$ cat src/rtl/pipeline_hazard_unit.sv
// Hazard, forwarding and flush controller for the 5-stage pipeline, driven by an in-flight write scoreboard.
// Optional HAZARD_STATS_EN adds free-running stall_total / flush_total counters.
module pipeline_hazard_unit #(
  parameter  int REG_AW    = 5,
  parameter  int DEPTH     = 3,
  parameter  int LOAD_RDY  = 2,
  parameter  int BR_STAGE  = 2,
  parameter  int MAX_STALL = 15,
  localparam int FW        = $clog2(DEPTH + 1),
  localparam int SCW       = $clog2(MAX_STALL + 1)
) (
  input  logic              Clk,
  input  logic              Reset,
  input  logic              id_valid,
  input  logic [REG_AW-1:0] id_rs,
  input  logic [REG_AW-1:0] id_rt,
  input  logic              id_use_rs,
  input  logic              id_use_rt,
  input  logic              id_wr_en,
  input  logic [REG_AW-1:0] id_rd,
  input  logic              id_is_load,
  input  logic              id_jump,
  input  logic              branch_taken,
  output logic              stall,
  output logic              flush_if_id,
  output logic              flush_id_ex,
  output logic              flush_to_br,
  output logic [FW-1:0]     fwd_a,
  output logic [FW-1:0]     fwd_b,
  output logic              hazard_timeout
`ifdef HAZARD_STATS_EN
  ,
  output logic [31:0]       stall_total,
  output logic [31:0]       flush_total
`endif
);

  logic [DEPTH:1]             v_q, v_d;
  logic [DEPTH:1]             ld_q, ld_d;
  logic [DEPTH:1][REG_AW-1:0] rd_q, rd_d;
  logic [SCW-1:0]             stall_cnt_q, stall_cnt_d;
  logic                       timeout_q, timeout_d;

  logic          load_use_s;
  logic          stall_s;
  logic          hit_a_s, hit_b_s, rdy_s;
  logic [FW-1:0] fwd_a_s, fwd_b_s;

  // Scoreboard lookup: walk oldest to youngest so the youngest ready producer wins the forward select.
  always_comb begin
    load_use_s = 1'b0;
    fwd_a_s    = '0;
    fwd_b_s    = '0;
    hit_a_s    = 1'b0;
    hit_b_s    = 1'b0;
    rdy_s      = 1'b0;
    for (int k = DEPTH; k >= 1; k--) begin
      hit_a_s    = v_q[k] && (rd_q[k] == id_rs) && (id_rs != '0) && id_use_rs && id_valid;
      hit_b_s    = v_q[k] && (rd_q[k] == id_rt) && (id_rt != '0) && id_use_rt && id_valid;
      rdy_s      = ld_q[k] ? (k >= LOAD_RDY) : 1'b1;
      load_use_s = load_use_s | ((hit_a_s | hit_b_s) & ~rdy_s);
      if (hit_a_s && rdy_s) begin
        fwd_a_s = FW'(k);
      end else begin
        fwd_a_s = fwd_a_s;
      end
      if (hit_b_s && rdy_s) begin
        fwd_b_s = FW'(k);
      end else begin
        fwd_b_s = fwd_b_s;
      end
    end
  end

  // A taken branch squashes everything younger than it, so it overrides any load-use stall.
  assign stall_s = load_use_s & ~branch_taken;

  // Scoreboard shift: new entry from decode, then branch squash of the slots younger than the branch.
  always_comb begin
    v_d     = '0;
    ld_d    = '0;
    rd_d    = '0;
    v_d[1]  = id_valid & id_wr_en & (id_rd != '0) & ~stall_s & ~branch_taken;
    rd_d[1] = id_rd;
    ld_d[1] = id_is_load;
    for (int k = 2; k <= DEPTH; k++) begin
      v_d[k]  = v_q[k-1];
      rd_d[k] = rd_q[k-1];
      ld_d[k] = ld_q[k-1];
    end
    for (int k = 1; k <= DEPTH; k++) begin
      v_d[k] = v_d[k] & ~(branch_taken & (k <= BR_STAGE));
    end
  end

  // Watchdog: count consecutive stall cycles, saturate, and latch the timeout flag.
  always_comb begin
    if (!stall_s) begin
      stall_cnt_d = '0;
    end else if (stall_cnt_q == SCW'(MAX_STALL)) begin
      stall_cnt_d = stall_cnt_q;
    end else begin
      stall_cnt_d = stall_cnt_q + 1'b1;
    end
    timeout_d = timeout_q | (stall_cnt_d == SCW'(MAX_STALL));
  end

  // Scoreboard and watchdog registers.
  always_ff @(posedge Clk or negedge Reset) begin
    if (!Reset) begin
      v_q         <= '0;
      ld_q        <= '0;
      rd_q        <= '0;
      stall_cnt_q <= '0;
      timeout_q   <= 1'b0;
    end else begin
      v_q         <= v_d;
      ld_q        <= ld_d;
      rd_q        <= rd_d;
      stall_cnt_q <= stall_cnt_d;
      timeout_q   <= timeout_d;
    end
  end

  // Decode-facing controls are combinational; forced low while Reset is held.
  assign stall          = Reset & stall_s;
  assign flush_if_id    = Reset & (branch_taken | (id_jump & ~stall_s));
  assign flush_id_ex    = Reset & branch_taken;
  assign flush_to_br    = Reset & branch_taken;
  assign fwd_a          = Reset ? fwd_a_s : '0;
  assign fwd_b          = Reset ? fwd_b_s : '0;
  assign hazard_timeout = timeout_q;

`ifdef HAZARD_STATS_EN
  logic [31:0] stall_total_q, stall_total_d;
  logic [31:0] flush_total_q, flush_total_d;

  // Event counters; wrap naturally at 2^32.
  always_comb begin
    stall_total_d = stall_total_q + {31'd0, stall_s};
    flush_total_d = flush_total_q + {31'd0, (branch_taken | (id_jump & ~stall_s))};
  end

  // Statistics registers.
  always_ff @(posedge Clk or negedge Reset) begin
    if (!Reset) begin
      stall_total_q <= 32'd0;
      flush_total_q <= 32'd0;
    end else begin
      stall_total_q <= stall_total_d;
      flush_total_q <= flush_total_d;
    end
  end

  assign stall_total = stall_total_q;
  assign flush_total = flush_total_q;
`endif

endmodule

$ cat config.mk
export PLATFORM = sky130hd
export DESIGN_NAME = pipeline_hazard_unit
export DESIGN_NICKNAME = d
export VERILOG_FILES = /design/src/rtl/pipeline_hazard_unit.sv
export SDC_FILE = /design/constraint.sdc
export NUM_CORES = 1
export LEC_CHECK = 0
export ABC_CLOCK_PERIOD_IN_PS = 1700
export CORE_MARGIN = 4
export CORE_UTILIZATION = 43
export DETAILED_ROUTE_END_ITERATION = 16
export PLACE_DENSITY = 0.8
export SYNTH_ARGS = -nofsm -noshare
export SYNTH_HDL_FRONTEND = slang
export SYNTH_SLANG_ARGS = --single-unit
$ cat constraint.sdc
create_clock -name Clk -period 1.7 [get_ports Clk]
set_input_delay 0.34 -clock Clk [delete_from_list [all_inputs] [get_ports Clk]]
set_output_delay 0.34 -clock Clk [all_outputs]
set_load 0.02 [all_outputs]
Word-level counts from Yosys, hierarchy flattened. Cells that the tools add are included. W data, S select, Z words.

Flip-flop bits (word level): 24. Logic and storage cells: 73.

Add/subtract/negate cells: 1. Equal/unequal tests: 8. Multiplexer cells: 11. Bitwise operators: 17. Reduce and logical (&&, ||, !) cells: 29.

Operators with widths (number): $eq A5 B5 Y1 (6); $logic_and A1 B1 Y1 (26); $mux W2 (8); $reduce_bool A5 Y1 (3); $and A1 B1 Y1 (12); $eq A4 B4 Y1 const B (2); $mux W4 (2); $add A4 B1 Y4 const B (1); $or A1 B1 Y1 (3); $not A1 Y1 (2); $mux W1 (1).

Depth between registers and ports, before layout.
Depth after elaboration: 12. Mapped depth: 6.

Least setup slack after synthesis. OpenSTA, ideal clock, no wires.

Path type: input port to output port. From: in id_rt[1]. To: out fwd_b[1]. Data arrival time: 1.686 ns. Data required time: 1.360 ns. Slack: -0.326 ns. Cell stages on the path: 4. Path buffers: 0. Path through: or4_1 -> o211ai_2 -> nor4_1 -> a211oi_1.

Longest elaborated chain between the ends: 9.

RTL lines: from (decl) (line 16) `input logic [REG_AW-1:0] id_rt,`; $eq A5 B5 Y1 (line 59) `hit_b_s = v_q[k] && (rd_q[k] == id_rt) && (id_rt != '0) && id_use_rt && id_valid;`; $logic_and A1 B1 Y1 (4 in series) (line 59); $mux W2 (2 in series) (line 67) `if (hit_b_s && rdy_s) begin`; $mux W2 (*) (line 67); $mux W2 (*) (line 131) `assign fwd_b = Reset ? fwd_b_s : '0;`; to (decl) (line 29) `output logic [FW-1:0] fwd_b,`.

Every way passes the cells marked *; elsewhere a longest branch is shown, timed or not.

Worst setup path after layout.
From: reg rd_q, in the netlist rd_d[5]. To: out flush_if_id.

Longest elaborated chain between the ends: 12.

RTL lines: from (decl) (line 40) `logic [DEPTH:1][REG_AW-1:0] rd_q, rd_d;`; from (signal assigned) (line 119) `rd_q <= rd_d;`; $eq A5 B5 Y1, on equally long branches (line 58, 59); $logic_and A1 B1 Y1, on equally long branches (4 in series) (line 58, 59); $or A1 B1 Y1 (*) (line 61) `load_use_s = load_use_s | ((hit_a_s | hit_b_s) & ~rdy_s);`; $and A1 B1 Y1 (*) (line 61); $and A1 B1 Y1 (*) (line 76) `assign stall_s = load_use_s & ~branch_taken;`; $not A1 Y1 (*) (line 127) `assign flush_if_id = Reset & (branch_taken | (id_jump & ~stall_s));`; $and A1 B1 Y1 (*) (line 127); $or A1 B1 Y1 (*) (line 127); $and A1 B1 Y1 (*) (line 127); to (decl) (line 25) `output logic flush_if_id,`.

Marked as above.

==> reports/qor.csv <==
stage;metric;value;unit
synth;synth-xor-area-share;20.9;%
synth;synth_area_leaders;dfrtp_1 (46%), xnor2_1 (12%), xor2_1 (8.8%);
layout;final_cell_count_no_fill;214;
die;die_y;63.0;um
synth;seq_area_frac_synth;46.2;%
placement;placed_area;0.00190;mm2
timing;relSlewSlack;74.0;%
die;core;0.00283;mm2
worst_setup_path;cp.required;1360;ps
synth;synth.distinct_cells;34;
cts;root_buffer;clkbuf_4;
worst_setup_path;path_cells;xnor2_1 -> nand4_1 -> or3_4 -> a21oi_4 -> buf_12 -> nor2_4 -> buf_6;
layout;syn_to_final_growth;62.6;%
worst_setup_path;cp_max_fo;3;
worst_setup_path;crit_path_max_incr_delay;460;ps
drt;drtIter0Drc;42;
synth;synth_mux_area_share;0.769;%
synth;syn_area_per_cell;11.4;um2
cts;cts.sinks;24;
drt;route.detailed.drc;0;
synth;yosysWarningCount;0;
die;io_pins;33;
layout;fin_area;0.00212;mm2
cts;insertion_delay;310;ps
drt;wl_per_cell;18.5;um
drt;via_per_inst;5.47;
synth;netlist_instances;114;
cts;cts.path.max_buffers;2;
synth;synth_compound_area_share;11.0;%
cts;hold_buffers;0;
flow_run;maxCapViolations;0;
placement;portBuffers;32;
min_path;hold_path_class;input port to async pin;
timing;hold_viol_final;0;
cts;numCtsBuffers;3;
synth;ys_ff_latch;24;
worst_setup_path;critPathSlowestCell;dfrtp_2;
run_status;violations;setup timing;
worst_setup_path;r2r_slack;-170;ps
synth;syn_area;0.00130;mm2
grt;grt_pass1_wl;6300;um
grt;grt_pass1_vias;1325;
grt;antenna_found_initial;0;
worst_setup_path;criticalPathCategory;register to primary output;
timing;max_clock_freq;428;MHz
timing;finalCritPeriodShare;138;%
synth;synth_nets;139;
drt;first_pass_iters;4;
placement;post-place-ws;-1310;ps
grt;grt.total_usage;20.4;%
layout;num-nets-final;209;
synth;async_reset_ff_share;100;%
timing;tightest_slew;390;ps
die;row_count;19;
synth;synthAdderAreaFrac;0.962;%
grt;grt_max_degree;15;
layout;drive_gt1_share;42.1;%
worst_setup_path;start_kind;register;
grt;overflow;0;
pwr;p_leak;0.000909;uW
timing;fin_skew;4.73;ps
timing;layout_setup_ws;-639;ps
placement;globalplace.congestion;0.903;
timing;rsz0062_at_grt;true;
die;chipWidth;63.0;um
synth;synth_top_area_share;46.2;%
die;die_area;0.00397;mm2
worst_setup_path;arrival;2000;ps
run_status;status;complete, but fails checks;
synth;synth_ff_type;dfrtp_1;
worst_setup_path;endpoint_kind;primary output;
placement;dp_hpwl;2920;um
placement;placed_cells;203;
die;start_util;46.0;%
synth;yosys-top-cells-count;dfrtp_1 (24), xnor2_1 (18), xor2_1 (13);
drt;drt_wl_total;3970;um
drt;vias;1170;
cts;tritoncts;yes;
cts;htree_levels;1;
layout;n_antenna_cell;0;
synth;synth_top_area_cell;dfrtp_1;
pwr;power_density;615;mW/mm2
cts;clk_pin_slew;130;ps
synth;synth_edf_count;0;
timing;fin_hold_ws;413;ps
drt;antenna_left;0;
timing;slew_violations;0;
timing;timing.final.crit_period;2340;ps
synth;yosys.area_share.simple;19.4;%
synth;yosysMostFrequentCell;dfrtp_1;
timing;setup_viol;12;
pwr;vdd_drop_max;0.000410;V
synth;synth_top_family_by_area;XOR/XNOR gates;
## repair_timing
| item | in CTS | in global routing |
|---|---|---|
| gates resized for setup | 83 | 11 |
| setup buffers | 5 | 4 |
| endpoints found under the setup margin | 14 | 14 |
| pin swaps | 16 | 2 |
## routing by layer
| layer | part of all wire [%] | up-vias | track usage [%] |
|---|---|---|---|
| li1 | - | 545 | - |
| met3 | 4.3 | 11 | 4.14 |
| met4 | 2.3 | 0 | 8.82 |
| met1 | 40 | 578 | 22.3 |
| met2 | 54 | 36 | 37.7 |
| met5 | 0 | - | 0 |
## where the power goes
part | total [uW] | internal (uW) | switching [uW]
Combinational | 283 | 151 | 132
Sequential | 615 | 593 | 22.4
Clock | 403 | 238 | 165
Total | 1300 | 982 | 319
## logic make-up after synthesis
logic type                 count (synthesis)
buffers and inverters                      2
and+or+nand+nor                           40
xor gates and xnor gates                  31
adders and majority gates                  1
AOI/OAI and AO/OA                         15
DFF                                       24
muxes                                      1
## flip-flops by register name, summed over array words and instances (netlist names)
signal / cells
rd_q: 5
rd_d: 10
hazard_timeout: 1
ld_q: 1
v_q: 3
stall_cnt_q: 4
## stage by stage
| stage | util, % | total power, uW | setup TNS, ps |
|---|---|---|---|
| after floorplan | - | 712 | -970 |
| after global placement | 67.1 | 863 | -11950 |
| after detailed placement | 67.1 | 874 | -12560 |
| after CTS | 72.3 | 1290 | -4540 |
| after global routing | 74.8 | 1370 | -5400 |
| final | 74.8 | 1300 | -4250 |
## layout by cell type, fill, tap and decap left out, drive strengths merged, types with 3 or more instances in the layout
cell,n
dlygate4sd2,7
xnor2,18
dfrtp,24
and2,3
nand3,3
nor4,4
nor3,3
nand4,3
o21ai,4
nor2,4
xor2,13
nand2b,3
buf,45
nand2,5
clkbuf,3
a21oi,3
clkdlybuf4s50,13
## critical path: cells and delay by family (launching register included)
family	cells	cell delay, ps
buf+inv	2	270
compound gates	1	170
simple gates	3	590
xor+xnor	1	190
flops	1	460
## layout make-up
| cell class | instances | area, um2 |
|---|---|---|
| sequential | 24 | 603 |
| inverter | 1 | 3.75 |
| multi-input combinational | 88 | 832 |
| timing repair buffer | 66 | 586 |
| clock inverter | 1 | 30.0 |
| fill | 180 | 713 |
| tap | 31 | 38.8 |
| clock buffer | 3 | 22.5 |
## worst paths after layout
path,startpoint,end,cells past startpoint
setup / recovery,rd_d[5],flush_if_id,7
hold / removal,Reset,ld_q[1],3
setup reg to reg,rd_d[5],stall_cnt_q[3],7
hold reg to reg,rd_d[9],rd_d[14],0
max in group asynchronous,Reset,rd_d[12],4
min in group Clk,rd_d[9],rd_d[14],0
No activity file was read; power rests on OpenSTA's default activity.
